===== config.mk =====
export PLATFORM = sky130hd
export DESIGN_NAME = bcd_display_scan_flat
export DESIGN_NICKNAME = d
export VERILOG_FILES = /design/src/rtl/display_pkg.sv /design/src/rtl/bcd_display_scan_if.sv /design/src/rtl/bin2bcd_serial.sv /design/src/rtl/bcd_display_scan.sv /design/src/flat_wrapper.sv
export SDC_FILE = /design/constraint.sdc
export NUM_CORES = 1
export LEC_CHECK = 0
export BUFFER_PORTS_ARGS = -buffer_cell sky130_fd_sc_hd__buf_2
export CAP_MARGIN = 15
export CORE_MARGIN = 10
export CORE_UTILIZATION = 55
export CTS_BUF_LIST = sky130_fd_sc_hd__clkbuf_4 sky130_fd_sc_hd__clkbuf_8
export CTS_CLUSTER_DIAMETER = 60
export CTS_CLUSTER_SIZE = 25
export DETAILED_ROUTE_END_ITERATION = 12
export PLACE_DENSITY = 0.78
export RECOVER_POWER = 25
export SLEW_MARGIN = 20
export SYNTH_ARGS = -nofsm -noshare
export SYNTH_HDL_FRONTEND = slang
export SYNTH_SLANG_ARGS = --single-unit

===== constraint.sdc =====
create_clock -name clk -period 4.6 [get_ports clk]
set_input_delay 0.46 -clock clk [delete_from_list [all_inputs] [get_ports clk]]
set_output_delay 0.46 -clock clk [all_outputs]
set_load 0.005 [all_outputs]

===== src/rtl/display_pkg.sv =====
// Shared types and helpers for the BCD display front-end.
package display_pkg;

  // Digit code that the downstream 7-segment decoder renders as all segments off.
  localparam logic [3:0] BCD_BLANK = 4'hF;

  // Conversion engine states.
  typedef enum logic [0:0] {
    IDLE = 1'b0,
    CONV = 1'b1
  } disp_state_t;

  // Largest value representable in ndig decimal digits: 10^ndig - 1.
  function automatic int unsigned max_value(input int ndig);
    int unsigned p;
    p = 1;
    for (int i = 0; i < ndig; i++) begin
      p = p * 10;
    end
    return p - 1;
  endfunction

endpackage


===== src/rtl/bcd_display_scan_if.sv =====
// Load/busy handshake plus the multiplexed digit bus of the display front-end.
interface bcd_display_scan_if #(
  parameter int NDIG  = 4,
  parameter int WIDTH = 14
);
  logic [WIDTH-1:0] value_in;
  logic             load;
  logic             busy;
  logic             ovf;
  logic [3:0]       bcd;
  logic [NDIG-1:0]  an;

  // Producer of values / consumer of the display bus.
  modport master (
    output value_in,
    output load,
    input  busy,
    input  ovf,
    input  bcd,
    input  an
  );

  // The display front-end itself.
  modport slave (
    input  value_in,
    input  load,
    output busy,
    output ovf,
    output bcd,
    output an
  );
endinterface


===== src/rtl/bin2bcd_serial.sv =====
// Serial double-dabble converter: one binary bit per cycle, MSB first.
// done is high during the final iteration; result then carries the BCD
// digits that the shift register will hold after that edge, so the caller
// can commit on the same edge the engine returns to IDLE.
module bin2bcd_serial
  import display_pkg::*;
#(
  parameter int WIDTH = 14,
  parameter int NDIG  = 4
) (
  input  logic              clk,
  input  logic              rst,
  input  logic              start,
  input  logic [WIDTH-1:0]  din,
  output logic              busy,
  output logic              done,
  output logic [4*NDIG-1:0] result
);

  localparam int SRW = WIDTH + 4 * NDIG;
  localparam int CW  = (WIDTH > 1) ? $clog2(WIDTH) : 1;

  disp_state_t    state;
  logic [SRW-1:0] sr;
  logic [SRW-1:0] sr_next;
  logic [CW-1:0]  cnt;

  // One double-dabble iteration: correct every BCD nibble >= 5, then shift left.
  always_comb begin
    // NOTE: every variable written here gets a default first, so no path can leave it unassigned and infer a latch.
    sr_next = sr;
    for (int d = 0; d < NDIG; d++) begin
      if (sr[WIDTH + 4*d +: 4] >= 4'd5) begin
        sr_next[WIDTH + 4*d +: 4] = sr[WIDTH + 4*d +: 4] + 4'd3;
      end
    end
    sr_next = {sr_next[SRW-2:0], 1'b0};
  end

  // Engine FSM: capture on start, then WIDTH iterations counted WIDTH-1 down to 0.
  always_ff @(posedge clk or posedge rst) begin
    // NOTE: sequential state uses non-blocking assignments so every register samples pre-edge values.
    if (rst) begin
      state <= IDLE;
      sr    <= '0;
      cnt   <= '0;
    end else begin
      case (state)
        IDLE: begin
          if (start) begin
            sr    <= {{(4*NDIG){1'b0}}, din};
            cnt   <= CW'(WIDTH - 1);
            state <= CONV;
          end
        end
        CONV: begin
          sr <= sr_next;
          if (cnt == '0) begin
            state <= IDLE;
          end else begin
            cnt <= cnt - CW'(1);
          end
        end
        default: state <= IDLE;
      endcase
    end
  end

  assign busy   = (state == CONV);
  assign done   = (state == CONV) && (cnt == '0);
  assign result = sr_next[SRW-1 -: 4*NDIG];

endmodule


===== src/rtl/bcd_display_scan.sv =====
// Multiplexed 4-digit display front-end: binary load handshake, serial BCD
// conversion, atomic display register, leading-zero/overflow blanking and
// digit scan onto a single BCD bus with active-low anode selects.
module bcd_display_scan
  import display_pkg::*;
#(
  parameter int NDIG        = 4,
  parameter int WIDTH       = 14,
  parameter int REFRESH_DIV = 50000,
  parameter int LZ_BLANK    = 1
) (
  input logic                clk,
  input logic                rst,
  bcd_display_scan_if.slave  bus
);

  localparam int          RW      = $clog2(REFRESH_DIV);
  localparam int          IW      = (NDIG > 1) ? $clog2(NDIG) : 1;
  localparam int unsigned MAX_VAL = max_value(NDIG);

  logic              start;
  logic              eng_busy;
  logic              eng_done;
  logic [4*NDIG-1:0] eng_result;
  logic              ovf_cap;
  logic              ovf_q;
  logic [4*NDIG-1:0] disp;
  logic [RW-1:0]     refresh_cnt;
  logic [IW-1:0]     idx;
  logic [NDIG-1:0]   blank;
  logic              lz_seen;
  logic [3:0]        bcd_sel;

  // A load is taken only while the engine is idle; loads during busy are dropped.
  assign start = bus.load && !eng_busy;

  bin2bcd_serial #(
    .WIDTH (WIDTH),
    .NDIG  (NDIG)
  ) u_engine (
    .clk    (clk),
    .rst    (rst),
    .start  (start),
    .din    (bus.value_in),
    .busy   (eng_busy),
    .done   (eng_done),
    .result (eng_result)
  );

  // Range check at capture time; the verdict travels with the conversion.
  always_ff @(posedge clk or posedge rst) begin
    if (rst) begin
      ovf_cap <= 1'b0;
    end else if (start) begin
      ovf_cap <= (32'(bus.value_in) > MAX_VAL);
    end
  end

  // Commit on the final conversion cycle: all digits and ovf change together.
  always_ff @(posedge clk or posedge rst) begin
    if (rst) begin
      disp  <= '0;
      ovf_q <= 1'b0;
    end else if (eng_done) begin
      ovf_q <= ovf_cap;
      if (!ovf_cap) begin
        disp <= eng_result;
      end
    end
  end

  // Refresh divider and digit index; runs regardless of conversion activity.
  always_ff @(posedge clk or posedge rst) begin
    if (rst) begin
      refresh_cnt <= '0;
      idx         <= '0;
    end else if (refresh_cnt == RW'(REFRESH_DIV - 1)) begin
      refresh_cnt <= '0;
      idx         <= (idx == IW'(NDIG - 1)) ? '0 : idx + IW'(1);
    end else begin
      refresh_cnt <= refresh_cnt + RW'(1);
    end
  end

  // Blank mask: everything on overflow, otherwise zeros above the top non-zero digit.
  always_comb begin
    blank   = '0;
    lz_seen = 1'b0;
    for (int i = NDIG - 1; i >= 1; i--) begin
      lz_seen = lz_seen | (disp[4*i +: 4] != 4'd0);
      if ((LZ_BLANK != 0) && !lz_seen) begin
        blank[i] = 1'b1;
      end
    end
    if (ovf_q) begin
      blank = '1;
    end
  end

  // Digit select for the current scan position, from registered state only.
  always_comb begin
    bcd_sel = BCD_BLANK;
    for (int i = 0; i < NDIG; i++) begin
      if (idx == IW'(i)) begin
        bcd_sel = blank[i] ? BCD_BLANK : disp[4*i +: 4];
      end
    end
  end

  assign bus.bcd  = bcd_sel;
  assign bus.an   = ~(NDIG'(1) << idx);
  assign bus.busy = eng_busy;
  assign bus.ovf  = ovf_q;

endmodule


===== src/flat_wrapper.sv =====
// flat-port wrapper written by rule: the top's interface ports become plain ports
module bcd_display_scan_flat import display_pkg::*;
#(
  parameter int NDIG        = 4,
  parameter int WIDTH       = 14,
  parameter int REFRESH_DIV = 50000,
  parameter int LZ_BLANK    = 1
)
  (clk, rst, bus_value_in, bus_load, bus_busy, bus_ovf, bus_bcd, bus_an);
  bcd_display_scan_if #(.NDIG(NDIG), .WIDTH(WIDTH)) bus_i ();
  input logic clk;
  input logic rst;
  input wire logic [$bits(bus_i.value_in)-1:0] bus_value_in;
  input wire logic [$bits(bus_i.load)-1:0] bus_load;
  output wire logic [$bits(bus_i.busy)-1:0] bus_busy;
  output wire logic [$bits(bus_i.ovf)-1:0] bus_ovf;
  output wire logic [$bits(bus_i.bcd)-1:0] bus_bcd;
  output wire logic [$bits(bus_i.an)-1:0] bus_an;
  assign bus_i.value_in = bus_value_in;
  assign bus_i.load = bus_load;
  assign bus_busy = bus_i.busy;
  assign bus_ovf = bus_i.ovf;
  assign bus_bcd = bus_i.bcd;
  assign bus_an = bus_i.an;
  bcd_display_scan #(.NDIG(NDIG), .WIDTH(WIDTH), .REFRESH_DIV(REFRESH_DIV), .LZ_BLANK(LZ_BLANK)) u_core (.clk(clk), .rst(rst), .bus(bus_i));
endmodule

# == Yosys cells after proc, flatten, opt, wreduce, memory -nomap -nowiden ==
# Cells that the tools add are included.
# word_totals
output_inout_bits,10
reg_bits,71
word_cells,68
input_bits,17
# op_classes
n_mux,26
n_reduce_logical,10
n_bitwise,5
shifts,1
addsub,7
eq_ne,6
order_cmp,5
# op_table
operator,n
$pmux W30 S2,1
$mux W4,14
$mux W30,1
$add A16 B1 Y16 const B,1
$eq A16 B16 Y1 const B,1
$ge A4 B3 Y1 const B,4
$mux W16,1
$gt A14 B14 Y1 const B,1
$add A4 B2 Y4 const B,3
$reduce_bool A4 Y1,3
$pmux W4 S2,1
$mux W1,5
$eq A2 B2 Y1 const B,2
$logic_not A4 Y1,1
$not A4 Y4,1
$reduce_and A2 Y1,2
$shl A1 B2 Y4 const A,1
$sub A4 B1 Y4 const B,1
$add A3 B2 Y3 const B,1
$mux W3,1
$add A2 B1 Y2 const B,1
$eq A2 B1 Y1 const B,1
$logic_and A1 B1 Y1,2
$logic_not A2 Y1,1
7 further kinds,9

# == Logic depth before layout (Yosys ltp) ==
# Gate-level depths: netlist (run 1).
# logic_depth
word_depth,10
ltp_mapped,7

# == By module ==
# A second synthesis (run 1) with hierarchy kept.
# unflattened
cells_unflattened,408
area_unflattened_um2,4011.3
# modules_own_cells
module,cells_each,seq_area_each_um2,n_inst,area_each_um2
bin2bcd_serial,234,875.8,1,2150.8
bcd_display_scan,174,900.9,1,1860.5

# == Worst setup path before layout (run 1) ==
# No wires, ideal clock.
# synth_path
kind,register to output
start,register u_core.disp[15]
end,output bus_bcd[3]
arrival_ns,1.653
setup_slack_ns,2.487
stages_incl_launch_ff,5
cell_sequence,dfrtp_1 -> or4_4 -> or2_4 -> o311ai_1 -> a31o_1
# synth_between
elab_chain_len,9
elab_cells_between_ends,13
classes_between,mux: 10; bitwise: 2; reduce/logical: 1
# synth_rtl
element,line,text
start: declaration,bcd_display_scan.sv:27,logic [4*NDIG-1:0] disp;
start signal: assignment,bcd_display_scan.sv:67,disp <= eng_result;
$reduce_bool A4 Y1,bcd_display_scan.sv:90,lz_seen = lz_seen | (disp[4*i +: 4] != 4'd0);
$or A1 B1 Y1 (2 in a row),bcd_display_scan.sv:90,
$mux W1,bcd_display_scan.sv:91,if ((LZ_BLANK != 0) && !lz_seen) begin
$mux W4,bcd_display_scan.sv:95,if (ovf_q) begin
$mux W4,bcd_display_scan.sv:105,bcd_sel = blank[i] ? BCD_BLANK : disp[4*i +: 4];
$mux W4 (2 in a row),bcd_display_scan.sv:104,if (idx == IW'(i)) begin
$mux W4 *,bcd_display_scan.sv:104,
end: declaration,flat_wrapper.sv:17,output wire logic [$bits(bus_i.bcd)-1:0] bus_bcd;
# Mark *: on every way between the ends. The rest lies on a longest branch, timed or not.

# == Worst setup path in the final report (run 1) ==
# Ends and elaborated chain as after synthesis.

==> impl_metrics.ini, run 1 <==
[detailed_routing]
detail_route.drc_violations = 0
first_pass_iters = 4
ant_nets = 0
wl_um = 7370
vias = 2720
drt_iter0_markers = 140
wl_per_cell_um = 15.5
via_per_inst = 5.71

[synth]
syn_inst = 372
synthTopCellsByArea = dfrtp_1, mux2i_1, ha_1
yosys_warnings = 0
synth_most_common_cell = dfrtp_1
syn_nets = 404
yosys.area.top_type = dfrtp_1
ys_ff_latch = 71
ys_seq_area_share_pct = 47.6
syn_area_per_cell_um2 = 10.0
synth-edff-count = 0
synth_cell_type_count = 42
synth_area_um2 = 3730
synthTopCellsByCount = dfrtp_1, o21ai_0, nand2_1
ys_dominant_reg_cell = dfrtp_1
async_flop_share_pct = 100
yosysTopAreaCellShare_pct = 47.6

[cells_and_area]
final_util_pct = 64.0
final_cells = 476
drive_gt1_share_pct = 14.8
nets = 427
nFillCells = 531
area_growth_pct = 10.8
diodes = 0

[timing]
worst_clock_skew_ns = 0.00847
finalHoldViolCount = 0
hold_slack_ns = 0.358
relSlewSlack_pct = -46.4
drv_slew = 51
period_share_pct = 57.7
tightestPinTransition_ns = 2.18
fin_crit_ns = 2.65
rsz0062_at_grt = false
clock.fmax_ghz = 0.377
setup-tns-final_ns = 0
setup_viol = 0

[placement]
gp_congestion = 0.824
place_inst = 461
io_buffers = 26
hpwl_um = 5250

[clocking]
h-tree-depth = 3
clk_pin_slew_ns = 0.07
clock_latency_ns = 0.35
cts_sinks = 71
cts_made_buffers = 9
cts_root_buffer = clkbuf_8
cts_hold_buf = 0
cts_tree = built
cts_setup_buffers = 0
clock_path_buffers = 2
ctsResizeCount = 0

[global_routing]
grtUsageTotal_pct = 15.1
antenna_found_initial = 0
grt_pass1_wl_um = 12600
grt_max_degree = 63
grt_pass1_vias = 2754
grt-ovfl-total = 0

[hold_path]
min_path_cells = 3
min_path_type = in -> reg
whs_endpoint = u_core.u_engine.sr[0]
hp-start = bus_value_in[0]

[worst_setup_path]
crit_chain = or4_4, or2_4, o311ai_1, a31o_1, buf_2
reg2reg_to = u_core.disp[0]
end_kind = output pin
rrSetupSlack_ns = 2.15
arrival_ns = 2.19
worstPathMaxFanout = 6
r2r-start = u_core.u_engine.cnt[0]
crit_required_ns = 4.14
worstSetupPathType = reg -> out
cpPeakStageDelay_ns = 0.57
cpMaxStageDelayCell = or4_4
crit_path_start_kind = flop
reg2reg_depth = 5

[floorplan]
core_area_um2 = 6460
start_util_pct = 57.8
ios = 27
die_x_um = 102
die_h_um = 102
fp.dieArea_um2 = 10500
num_rows = 29

[status]
violations = max-capacitance violations, max-slew violations
status = complete, but fails checks

[power_and_ir_drop]
power.total_mw = 2.50
leakagePower_nw = 1.95
power.density_nw_per_um2 = 605
max-vdd-ir-drop_mv = 0.330

[run]
drv_cap = 1
state kept, by name, summed over array words and instances (netlist names):
register / count
u_core.bus.ovf: 1
u_core.disp: 16
u_core.idx: 2
u_core.ovf_cap: 1
u_core.refresh_cnt: 16
u_core.u_engine.busy: 1
u_core.u_engine.cnt: 4
u_core.u_engine.sr: 30
area by class of cell:
class,count,area [um2],share of cell area [%]
clock buffer,11,145,3.51
inverter,21,80.1,1.94
multi-input combinational,264,1820,44.0
clock inverter,4,70.1,1.69
timing repair buffer,28,145,3.51
sequential,71,1780,43.0
tap,77,96.3,2.33
where the power goes:
part / switching [mW] / leakage (nW) / internal, mW
Combinational: 0.517 / 0.931 / 0.436
Sequential: 0.170 / 0.910 / 0.833
Clock: 0.223 / 0.113 / 0.321
worst max path at each step:
stage,from,to
2_1_floorplan,rst,u_core.bus.ovf
3_3_place_gp,u_core.u_engine.cnt[0],u_core.disp[0]
5_1_grt,u_core.disp[15],bus_bcd[3]
3_5_place_dp,u_core.u_engine.cnt[0],u_core.disp[14]
6_report,u_core.disp[15],bus_bcd[3]
4_1_cts,u_core.disp[15],bus_bcd[3]
per-stage QoR:
step | area [um2] | setup WS, ns
2_1_floorplan | 3730 | 2.34
3_3_place_gp | 3910 | 2.28
3_5_place_dp | 3910 | 2.17
4_1_cts | 4120 | 1.94
5_1_grt | 4130 | 1.85
6_report | 4130 | 1.95
cells in the final DEF (no fill, tap or decap), types with 2 or more instances in the layout:
master / n
dfrtp_1: 70
o21ai_0: 34
nand2_1: 32
mux2i_1: 30
buf_2: 26
inv_1: 20
nor2_1: 20
nand2b_1: 16
ha_1: 15
a21oi_1: 14
xnor2_1: 14
nor3b_1: 12
nor3_1: 11
nand3_1: 10
clkbuf_8: 10
a21o_1: 6
mux2_2: 5
nand4_1: 5
xor2_1: 4
or4_1: 3
nor4_1: 3
o31ai_1: 3
o41a_1: 3
a21o_2: 3
a31oi_1: 3
nand4b_1: 2
nand3b_1: 2
o311ai_1: 2
bufinv_16: 2
clkinv_2: 2
buf_4: 2
cell families (layout without fill, tap and decap cells):
family | count (synthesis) | after routing | share of synthesized area (%)
AO/OA/AOI/OAI | 72 | 72 | 11.7
XOR/XNOR | 18 | 18 | 4.22
adder cells (fa/ha/maj) | 15 | 15 | 5.03
buffers and inverters | 37 | 64 | 3.89
flip-flops | 71 | 71 | 47.6
multiplexers | 35 | 35 | 9.55
AND/OR/NAND/NOR | 124 | 124 | 18.0
critical path, delay by kind of cell, from the launching register on:
| kind | cells | cell delay (ns) |
|---|---|---|
| AND/OR/NAND/NOR | 2 | 0.86 |
| AO/OA/AOI/OAI | 2 | 0.45 |
| flip-flops | 1 | 0.44 |
| buffers and inverters | 1 | 0.11 |
layer usage:
metal | track usage, % | wire length (um) | vias to the layer above | part of all wire (%)
met5 | 0 | 0 | - | 0
met4 | 8.46 | 178 | 0 | 2.4
met3 | 3.78 | 356 | 14 | 4.8
met2 | 23.3 | 3340 | 55 | 45
met1 | 19.1 | 3490 | 1301 | 47
li1 | - | - | 1350 | -
Power figures use the tool's default switching activity.
==> run 2, diff against run 1 <==
--- a/config.mk
+++ b/config.mk
@@ -5,6 +5,7 @@
 export SDC_FILE = /design/constraint.sdc
 export NUM_CORES = 1
 export LEC_CHECK = 0
+export ABC_AREA = 1
 export BUFFER_PORTS_ARGS = -buffer_cell sky130_fd_sc_hd__buf_2
 export CAP_MARGIN = 15
 export CORE_MARGIN = 10
@@ -13,7 +14,7 @@
 export CTS_CLUSTER_DIAMETER = 60
 export CTS_CLUSTER_SIZE = 25
 export DETAILED_ROUTE_END_ITERATION = 12
-export PLACE_DENSITY = 0.78
+export PLACE_DENSITY = 0.81
 export RECOVER_POWER = 25
 export SLEW_MARGIN = 20
 export SYNTH_ARGS = -nofsm -noshare
==> constraint.sdc (replaced) <==
create_clock -name clk -period 2.1 [get_ports clk]
set_input_delay 0.21 -clock clk [delete_from_list [all_inputs] [get_ports clk]]
set_output_delay 0.21 -clock clk [all_outputs]
set_load 0.005 [all_outputs]
==> impl_metrics.ini, run 2 <==
[status]
status = complete, no violations

[power_and_ir_drop]
p_seq_share_pct = 40.3
leakagePower_nw = 2.15
p_sw_share_pct = 40.9
pwr-share-clk_pct = 19.4
power.density_nw_per_um2 = 1290
intPower_mw = 3.18
max-vdd-ir-drop_mv = 0.645
p_switching_mw = 2.20
combPwrFrac_pct = 40.3

[synth]
syn_area_per_cell_um2 = 8.10
syn_nets = 494
syn_inst = 462
synth_cell_type_count = 30
ys_seq_area_share_pct = 47.5
ys_ff_latch = 71
yosys.area.top_type = dfrtp_1
ys_dominant_reg_cell = dfrtp_1
synthTopCellsByCount = nand2_1, dfrtp_1, inv_1
synthTopCellsByArea = dfrtp_1, nand2_1, inv_1
synth-edff-count = 0
yosys_warnings = 0
synth_most_common_cell = nand2_1
async_flop_share_pct = 100
synth_area_um2 = 3740
yosysTopAreaCellShare_pct = 47.5

[global_routing]
grt_pass1_wl_um = 13300
grt_max_degree = 72
grt_pass1_vias = 3038
grtUsageTotal_pct = 15.6
antenna_found_initial = 0
grt-ovfl-total = 0

[cells_and_area]
multi_input_area_um2 = 1650
diodes = 0
final_cell_area_um2 = 4160
largest_register_ffs = 30
seq_area_um2 = 1780
final_cells = 577
max_flop_register = u_core.u_engine.sr
final_util_pct = 64.0
drive_gt1_share_pct = 14.2
final_common_cell = nand2_1
reg_top3 = u_core.u_engine.sr: 30 flops, u_core.disp: 16 flops, u_core.refresh_cnt: 16 flops
area_growth_pct = 11.1
final_cell_mix = nand2_1, dfrtp_1, inv_1
nets = 527
nFillCells = 537

[worst_setup_path]
crit_chain = buf_4, ha_1, inv_1, o21ai_0, inv_1, nand2_1, nand2_1, nand2_1, nand2_1, buf_2
cpPeakStageDelay_ns = 0.40
end_kind = output pin
path_common_cell = nand2_1
arrival_ns = 1.77
reg2reg_depth = 7
r2r-start = u_core.u_engine.busy
cpLargestDelayFamily = buffers and inverters
worstPathMaxFanout = 6
cpMaxStageDelayCell = dfrtp_1
crit_path_start_kind = flop
crit_required_ns = 1.89
rrSetupSlack_ns = 0.39
reg2reg_to = u_core.u_engine.cnt[2]
worstSetupPathType = reg -> out
worst-path-buf-inv = 4

[placement]
gp_congestion = 0.867
io_buffers = 26
placed_area_um2 = 3930
dpl_worst_slack_ns = 0.384
hpwl_um = 5480
place_inst = 556

[clocking]
clock_path_buffers = 2
cts_tree = built
clk_pin_slew_ns = 0.07
cts_made_buffers = 9
cts_sinks = 71
cts_root_buffer = clkbuf_8
clock_latency_ns = 0.34
h-tree-depth = 3

[timing]
finalHoldViolCount = 0
setup_viol = 0
worst_clock_skew_ns = 0.00423
relSlewSlack_pct = 37.4
setup-tns-final_ns = 0
setup_slack_ns = 0.121
tightestPinTransition_ns = 0.939
period_share_pct = 94.2
clock.fmax_ghz = 0.505
fin_crit_ns = 1.98
drv_slew = 0

[floorplan]
ios = 27
die_x_um = 102
core_area_um2 = 6490
start_util_pct = 57.6
die_h_um = 102
fp.dieArea_um2 = 10500
num_rows = 29

[run]
drv_cap = 0

[detailed_routing]
wl_um = 7490
ant_nets = 0
drt_iter0_markers = 169
vias = 3073
detail_route.drc_violations = 0
wl_per_cell_um = 13.0
via_per_inst = 5.33
first_pass_iters = 4

[hold_path]
min_path_type = in -> reg
whs_endpoint = u_core.u_engine.sr[1]
hp-start = bus_value_in[1]
min_path_cells = 3
-- run 2: cell types whose count changed after synthesis, moves of 11 or more --
cell and change:
nand3_1 +11, inv_1 +41, clkbuf_1 -11, o22ai_1 +17
xnor2_1 -14, nand2b_1 -16, xor2_1 +11, o21ai_1 +14
mux2i_1 -30, nor2_1 +14, nand2_1 +92, nor3b_1 -11
-- run 2: final cells by class --
class | count | share of cell area, %
Clock inverter | 3 | 0.361
Sequential cell | 71 | 42.8
Timing Repair Buffer | 33 | 4.46
Tap cell | 77 | 2.32
Multi-Input combinational cell | 312 | 39.7
Clock buffer | 13 | 4.31
Inverter | 68 | 6.14
-- run 2: kinds of logic after synthesis --
group | share of synthesized area [%]
compound gates | 10.5
xor+xnor | 3.51
simple gates | 24.9
fa+ha+maj | 5.02
flops | 47.5
buf+inv | 8.53
-- run 2: worst max path at each step --
| stage | startpoint | end | slack [ns] | cells after the start |
|---|---|---|---|---|
| finish | u_core.idx[1] | bus_bcd[0] | 0.12 | 10 |
| global route | u_core.idx[0] | bus_bcd[0] | -0.01 | 10 |
| CTS | u_core.idx[1] | bus_bcd[0] | 0.05 | 11 |
| detailed placement | u_core.u_engine.busy | u_core.u_engine.cnt[2] | 0.38 | 7 |
| global placement | u_core.u_engine.busy | u_core.u_engine.cnt[2] | 0.46 | 7 |
| floorplan | rst | u_core.bus.ovf | 0.09 | 1 |
-- run 2: timing repair --
action / CTS / global route
endpoints found under the hold margin: 71 / 0
buffers inserted: 0 / 4
resized for setup: 0 / 5
endpoints found under the setup margin: 0 / 3
hold buffers: 1 / 0
-- run 2: routing by layer --
metal | global-route usage (%) | vias up | wire [um]
met5 | 0 | - | 0
met3 | 2.63 | 6 | 266
met2 | 24.6 | 65 | 3560
li1 | - | 1547 | -
met1 | 20.6 | 1455 | 3600
met4 | 7.16 | 0 | 62
-- run 2: worst min-delay path: stages --
cell and delay, ns:
buf_2 0.07, nand2_1 0.04, nand3_1 0.05
-- run 2: power by group through the flow --
stage,Combinational [mW],Clock (mW),Sequential (mW)
final,2.17,1.04,2.17
after global placement,2.05,0,2.17
after detailed placement,2.16,0,2.18
after global routing,2.52,1.12,2.24
after CTS,2.17,1.07,2.16
after floorplan,1.70,0,2.07
-- run 2: per-stage QoR --
step | power, mW | hold slack [ns]
2_1_floorplan | 3.77 | 0.330
3_3_place_gp | 4.22 | 0.309
3_5_place_dp | 4.34 | 0.318
4_1_cts | 5.40 | 0.0562
5_1_grt | 5.88 | 0.0935
6_report | 5.38 | 0.0684
==> run 3, diff against run 2 <==
--- a/config.mk
+++ b/config.mk
@@ -9,12 +9,12 @@
 export BUFFER_PORTS_ARGS = -buffer_cell sky130_fd_sc_hd__buf_2
 export CAP_MARGIN = 15
 export CORE_MARGIN = 10
-export CORE_UTILIZATION = 55
+export CORE_UTILIZATION = 32
 export CTS_BUF_LIST = sky130_fd_sc_hd__clkbuf_4 sky130_fd_sc_hd__clkbuf_8
 export CTS_CLUSTER_DIAMETER = 60
 export CTS_CLUSTER_SIZE = 25
 export DETAILED_ROUTE_END_ITERATION = 12
-export PLACE_DENSITY = 0.81
+export PLACE_DENSITY = 0.53
 export RECOVER_POWER = 25
 export SLEW_MARGIN = 20
 export SYNTH_ARGS = -nofsm -noshare
==> impl_metrics.ini, run 3 (synthesized netlist as in run 2, its figures left out) <==
[placement]
place_inst = 626
gp_congestion = 0.839
hpwl_um = 6090
io_buffers = 26
dpl_worst_slack_ns = 0.426

[floorplan]
die_h_um = 128
start_util_pct = 32.8
num_rows = 39
core_area_um2 = 11400
die_x_um = 128
ios = 27
fp.dieArea_um2 = 16400

[cells_and_area]
area_growth_pct = 14.4
largest_register_ffs = 30
drive_gt1_share_pct = 14.4
nFillCells = 1192
final_cell_mix = nand2_1, dfrtp_1, inv_1
nets = 528
max_flop_register = u_core.u_engine.sr
final_common_cell = nand2_1
final_cells = 644
reg_top3 = u_core.u_engine.sr: 30 flops, u_core.disp: 16 flops, u_core.refresh_cnt: 16 flops
diodes = 0

[clocking]
clock_latency_ns = 0.34
clk_pin_slew_ns = 0.08
cts_tree = built
cts_made_buffers = 9
cts_sinks = 71
clock_path_buffers = 2
h-tree-depth = 3
cts_root_buffer = clkbuf_8

[hold_path]
hp-start = bus_value_in[2]
whs_endpoint = u_core.u_engine.sr[2]
min_path_cells = 3
min_path_type = in -> reg

[detailed_routing]
wl_um = 8160
wl_per_cell_um = 12.7
first_pass_iters = 4
via_per_inst = 4.68
vias = 3017
ant_nets = 0
detail_route.drc_violations = 0
drt_iter0_markers = 249

[timing]
clock.fmax_ghz = 0.512
finalHoldViolCount = 0
relSlewSlack_pct = 34.9
hold_slack_ns = 0.0670
worst_clock_skew_ns = 0.0118
period_share_pct = 93.0
setup_viol = 0
setup_slack_ns = 0.148
drv_slew = 0
setup-tns-final_ns = 0
fin_crit_ns = 1.95
tightestPinTransition_ns = 0.976

[worst_setup_path]
worstSetupPathType = reg -> out
reg2reg_depth = 5
end_kind = output pin
crit_chain = ha_1, inv_2, nand3_2, o21ai_1, inv_1, nand2_1, nand2_1, nand2_1, nand2_1, buf_2
r2r-start = u_core.u_engine.busy
path_common_cell = nand2_1
cpMaxStageDelayCell = dfrtp_1
reg2reg_to = u_core.disp[14]
crit_path_start_kind = flop
worstPathMaxFanout = 7
arrival_ns = 1.74
crit_required_ns = 1.89
cpPeakStageDelay_ns = 0.42
rrSetupSlack_ns = 0.52

[power_and_ir_drop]
max-vdd-ir-drop_mv = 0.431
power.density_nw_per_um2 = 1300
leakagePower_nw = 2.17
power.total_mw = 5.58

[global_routing]
grt_pass1_vias = 2961
grt_max_degree = 72
top_usage_layer = met2
met2_usage_pct = 15.2
grt_pass1_wl_um = 14200
antenna_found_initial = 0
grtUsageTotal_pct = 10.3
grt.met3_usage_pct = 3.27
gr-usage-met1_pct = 14.2
grt-ovfl-total = 0

[status]
status = complete, no violations

[run]
drv_cap = 0
[run 3: worst max-delay path by stage]
| stage | start | endpoint | slack [ns] | cells after the start |
|---|---|---|---|---|
| global placement | u_core.u_engine.busy | u_core.disp[14] | 0.49 | 5 |
| finish | u_core.idx[0] | bus_bcd[0] | 0.15 | 10 |
| CTS | u_core.idx[1] | bus_bcd[0] | 0.03 | 11 |
| detailed placement | u_core.idx[1] | bus_bcd[0] | 0.43 | 11 |
| floorplan | rst | u_core.bus.ovf | 0.09 | 1 |
| global route | u_core.idx[0] | bus_bcd[0] | -0.006 | 10 |
[run 3: report_power, final]
part	switching, mW	internal, mW	leakage, nW
Clock	0.517	0.715	0.113
Sequential	0.322	1.84	0.902
Combinational	1.37	0.817	1.16
Total	2.21	3.37	2.17
[run 3: per-stage QoR]
step / utilization, % / cell area [um2]
2_1_floorplan: - / 3740
3_3_place_gp: 35.4 / 4040
3_5_place_dp: 35.4 / 4040
4_1_cts: 37.5 / 4280
5_1_grt: 37.5 / 4280
6_report: 37.5 / 4280
[run 3: critical path, delay by kind of cell (launching register included)]
kind | cells | cell delay [ns]
adder cells (fa/ha/maj) | 1 | 0.22
AND/OR/NAND/NOR | 5 | 0.32
buffers and inverters | 3 | 0.29
AO/OA/AOI/OAI | 1 | 0.15
flip-flops | 1 | 0.42
[run 3: area by class of cell]
| cell class | instances | area (um2) | area share [%] |
|---|---|---|---|
| sequential | 71 | 1780 | 41.5 |
| clock buffer | 11 | 145 | 3.39 |
| timing repair buffer | 34 | 193 | 4.50 |
| inverter | 68 | 255 | 5.96 |
| multi-input combinational | 312 | 1650 | 38.6 |
| tap | 143 | 179 | 4.18 |
| clock inverter | 5 | 81.3 | 1.90 |
[run 3: timing repair]
item | CTS | global route
hold buffers | 1 | 0
buffers inserted | 0 | 1
resized for setup | 0 | 6
endpoints found under the hold margin | 71 | 0
endpoints found under the setup margin | 0 | 3
[run 3: routing by layer]
metal	wire (um)	vias to the layer above	share of wire [%]
li1	-	1557	-
met1	4250	1403	52
met2	3490	48	43
met3	341	9	4.2
met4	71	0	0.87
met5	0	-	0
